===== config.mk =====
export PLATFORM = sky130hd
export DESIGN_NAME = uart_transmitter
export DESIGN_NICKNAME = d
export VERILOG_FILES = /design/src/rtl/uart_pkg.sv /design/src/rtl/uart_baud_gen.sv /design/src/rtl/uart_transmitter.sv
export SDC_FILE = /design/constraint.sdc
export NUM_CORES = 1
export LEC_CHECK = 0
export BUFFER_PORTS_ARGS = -buffer_cell sky130_fd_sc_hd__buf_2
export CORE_MARGIN = 8
export CORE_UTILIZATION = 55
export CTS_BUF_LIST = sky130_fd_sc_hd__clkbuf_16
export DETAILED_ROUTE_END_ITERATION = 8
export HOLD_SLACK_MARGIN = 0.06
export PLACE_DENSITY = 0.76
export SLEW_MARGIN = 15
export SYNTH_ARGS = -nofsm -noshare
export SYNTH_HDL_FRONTEND = slang
export SYNTH_SLANG_ARGS = --single-unit

===== constraint.sdc =====
create_clock -name clk -period 2.5 [get_ports clk]
set_clock_uncertainty 0.15 [all_clocks]
set_input_delay 0.625 -clock clk [delete_from_list [all_inputs] [get_ports clk]]
set_output_delay 0.625 -clock clk [all_outputs]
set_load 0.01 [all_outputs]

===== src/rtl/uart_pkg.sv =====
// uart_pkg: shared FSM state type, frame constants and baud helper for the UART transmitter
package uart_pkg;
    typedef enum logic [1:0] {IDLE, START, DATA, STOP} state_t;
    localparam int DATA_BITS = 8;
    function automatic int clks_per_bit(input int freq, input int baud);
        return freq / baud;
    endfunction
endpackage


===== src/rtl/uart_baud_gen.sv =====
// uart_baud_gen: loadable down-counter producing a one-cycle bit_done tick every `cycles` clocks
module uart_baud_gen #(
    parameter int MAX_CYCLES = 868,
    localparam int CW = $clog2(MAX_CYCLES),
    localparam int LW = $clog2(MAX_CYCLES + 1)
) (
    input  logic          clk,
    input  logic          rst,
    input  logic          clear,
    input  logic [LW-1:0] cycles,
    output logic          bit_done
);
    logic [CW-1:0] count;
    assign bit_done = count == '0;
    always_ff @(posedge clk) begin
        if (rst) count <= '0;
        else if (clear || bit_done) count <= CW'(cycles - LW'(1));
        else count <= count - CW'(1);
    end
endmodule


===== src/rtl/uart_transmitter.sv =====
// uart_transmitter: 8-bit LSB-first UART transmitter with registered txd/tx_ready outputs
module uart_transmitter
    import uart_pkg::*;
#(
    parameter int CLK_FREQ     = 100_000_000,
    parameter int BAUD_RATE    = 115_200,
    parameter int CLKS_PER_BIT = clks_per_bit(CLK_FREQ, BAUD_RATE),
    parameter int STOP_BITS    = 1
) (
    input  logic       clk,
    input  logic       rst,
    input  logic       transmitter_start,
    input  logic [7:0] transmitter_data,
    output logic       tx_ready,
    output logic       txd
);
    localparam int STOP_LEN = STOP_BITS * CLKS_PER_BIT;
    localparam int LW = $clog2(STOP_LEN + 1);
    localparam int IW = $clog2(DATA_BITS);
    state_t state, state_n;
    logic [DATA_BITS-1:0] shift, shift_n;
    logic [IW-1:0] idx, idx_n;
    logic [LW-1:0] cycles;
    logic clear, bit_done, txd_n;
    // The reload length is chosen for the cell that follows the current one.
    assign cycles = (state == DATA && idx == IW'(DATA_BITS - 1)) ? LW'(STOP_LEN) : LW'(CLKS_PER_BIT);
    uart_baud_gen #(.MAX_CYCLES(STOP_LEN)) baud (
        .clk(clk),
        .rst(rst),
        .clear(clear),
        .cycles(cycles),
        .bit_done(bit_done)
    );
    always_comb begin
        state_n = state;
        shift_n = shift;
        idx_n   = idx;
        clear   = 1'b0;
        case (state)
            IDLE: if (transmitter_start) begin
                shift_n = transmitter_data;
                state_n = START;
                clear   = 1'b1;
            end
            START: if (bit_done) begin
                state_n = DATA;
                idx_n   = '0;
            end
            DATA: if (bit_done) begin
                shift_n = shift >> 1;
                idx_n   = idx + IW'(1);
                state_n = idx == IW'(DATA_BITS - 1) ? STOP : DATA;
            end
            default: if (bit_done) state_n = IDLE;
        endcase
        // Outputs are registered from the next state so txd/tx_ready change on the transition edge.
        txd_n = state_n == START ? 1'b0 : state_n == DATA ? shift_n[0] : 1'b1;
    end
    always_ff @(posedge clk) begin
        if (rst) begin
            state    <= IDLE;
            shift    <= '0;
            idx      <= '0;
            txd      <= 1'b1;
            tx_ready <= 1'b1;
        end else begin
            state    <= state_n;
            shift    <= shift_n;
            idx      <= idx_n;
            txd      <= txd_n;
            tx_ready <= state_n == IDLE;
        end
    end
endmodule


==> flow_summary.yaml <==
cells_and_area:
  fin_nets: 155
  num-fill-cells: 187
  layout.cells.non_filler: 167
  multi_input_comb_area_um2: 596.8
  area_growth_syn_to_layout_pct: 13.41
  final_area_um2: 1301
  n_antenna_cell: 0
  final_layout_size_suffix_gt1_share_pct: 17.14
  regArea_um2: 500.5
timing:
  worstMarginPinSlew_ns: 0.4886
  period_share_pct: 89.48
  setup_viol_count_final: 0
  fin_crit_ns: 2.237
  grt_setup_unrepaired: "no"
  fmax_mhz: 447.0
  finalHoldViolCount: 0
  drv_slew: 0
  relSlewSlack_pct: 67.38
  fin_tns_setup_ns: 0
power:
  leakagePower_nw: 0.5024
  power_density_nw_per_um2: 826.5
  ir_worst_vdd_v: 0.0005294
yosys:
  ys_seq_area_share_pct: 43.62
  synthTopCellsByArea: "dfxtp_1 44%, a21oi_1 5.7%, xnor2_1 5.3%, nor2_1 4.9%, a22oi_1 3.9%"
  ys_ff_latch: 25
  yosys.area.top_type: "dfxtp_1"
  synthDistinctLibCells: 34
  yosys_warnings: 0
  synthTopCellsByCount: "25 x dfxtp_1, 15 x nor2_1, 13 x a21oi_1"
  synth.avg_cell_area_um2: 8.894
  ys.flop_type: "dfxtp_1"
  netlist_area_um2: 1147
  syn_inst: 129
  synth_edf_count: 0
  synth_top_area_share_pct: 43.62
  synth.most_common_cell: "dfxtp_1"
  synth_nets: 143
  synthArstFlopShare_pct: 0
die:
  ios: 13
  coreArea_um2: 1962
  die_area_um2: 3804
  rows: 16
  die_x_um: 61.68
  dieHeight_um: 61.68
  start_util_pct: 58.48
clock_tree:
  clock_latency_ns: 0.26
  path_clk_slew_ns: 0.06
  cts_buffers: 3
  ctsHoldBuffers: 0
  cts-root-buf: "clkbuf_16"
  post_cts_buffers: 0
  cts.sinks: 25
  cts_tree: "done"
  cts_max_level: 1
  cts_resized: 0
  cts_max_path_buffers: 2
routing:
  drtIter0Drc: 22
  vias_per_cell: 5.677
  ant_nets: 0
  finalWirelength_mm: 2.267
  firstDrtPassIters: 4
  wl_per_cell_um: 13.57
  drc_errors: 0
  via_count: 948
grt:
  grt_pass1_vias: 859
  grt_max_degree: 26
  antenna_found_initial: 0
  grt_pass1_wl_mm: 3.884
  grt_remaining_overflow: 0
  grt_usage_pct: 13.60
place:
  gp_congestion: 0.8046
  port_buffers: 12
  place_inst: 163
  dpl_cell_area_um2: 1221
  hpwl_mm: 1.571
min_path:
  min_path_type: "register to register"
flow_run:
  drv_cap: 0
outcome:
  status: "finished, final reports clean"
setup_path:
  path_max_fanout: 10
  startpoint_type: "register"
  required_ns: 2.53
  cp-end-kind: "register"
  crit_type: "register to register"
  critPathArrivalTime_ns: 2.27
sequential cells by signal, indices dropped and copies added, names as in the netlist:
signal,count
tx_ready,1
idx,3
state,2
baud.count,10
shift,8
txd,1
final timing paths:
check	from	endpoint	slack [ns]	depth (start not counted)
worst max-delay path	baud.count[0]	txd	0.26	7
worst min-delay path	shift[2]	shift[2]	0.31	2
worst max register to register	baud.count[0]	txd	0.26	7
worst min register to register	shift[2]	shift[2]	0.31	2
critical path: stages (launching register included):
cell,delay [ns]
dfxtp_1,0.32
inv_1,0.06
ha_1,0.19
or4b_1,0.52
nor3_4,0.34
a311oi_1,0.17
or2_1,0.28
a31oi_1,0.14
layout by cell type (no fill, tap or decap), types with 2 or more instances in the layout:
cell type and count:
a22oi_1 6, a31oi_1 3, buf_2 12, nand2_1 10, a2bb2oi_1 3, o21ai_0 3, nor4_1 2, inv_1 4
nor3_1 6, a21oi_1 13, a311oi_1 2, dfxtp_1 25, nor2_1 15, nand3_1 3, nor2b_1 3, ha_1 3
xnor2_1 7, clkbuf_16 3, buf_4 2
cell families (layout without fill, tap and decap cells):
group                    after synthesis  count (layout)  synth area share (%)
AND/OR/NAND/NOR                       49              49                 23.99
AO/OA/AOI/OAI                         33              33                 18.65
flip-flops                            25              25                 43.62
buffers and inverters                 11              22                 4.360
XOR/XNOR                               8               8                 6.107
adder cells (fa/ha/maj)                3               3                 3.272
routing by layer:
layer / vias to the layer above / global-route usage (%) / wire, um
met5: - / 0 / 0
met4: 0 / 4.545 / 11
met3: 2 / 6.054 / 125
met2: 21 / 21.12 / 1009
met1: 442 / 16.21 / 1120
li1: 483 / - / -
stage by stage:
step | util [%] | hold WS [ns] | worst slack [ns] | total power, mW
finish | 66.33 | 0.3116 | 0.2631 | 1.076
global route | 66.33 | 0.3364 | 0.08857 | 1.132
CTS | 66.33 | 0.3135 | 0.2606 | 1.082
detailed placement | 62.24 | 0.3041 | 0.3069 | 0.7270
global placement | 62.24 | 0.2924 | 0.3454 | 0.7202
floorplan | - | 0.2827 | 0.4202 | 0.6835
power breakdown:
group,internal (mW),switching [mW]
Combinational,0.104,0.124
Clock,0.215,0.138
Sequential,0.445,0.0488
Total,0.765,0.311
cell type report:
class                      instances  area share [%]
tap                               27           2.596
multi-input combinational         93           45.87
sequential                        25           38.46
timing repair buffer              14           5.769
clock buffer                       3           5.769
clock inverter                     1          0.3846
inverter                           4           1.154
Note: power is estimated with default switching activity, not from simulation.
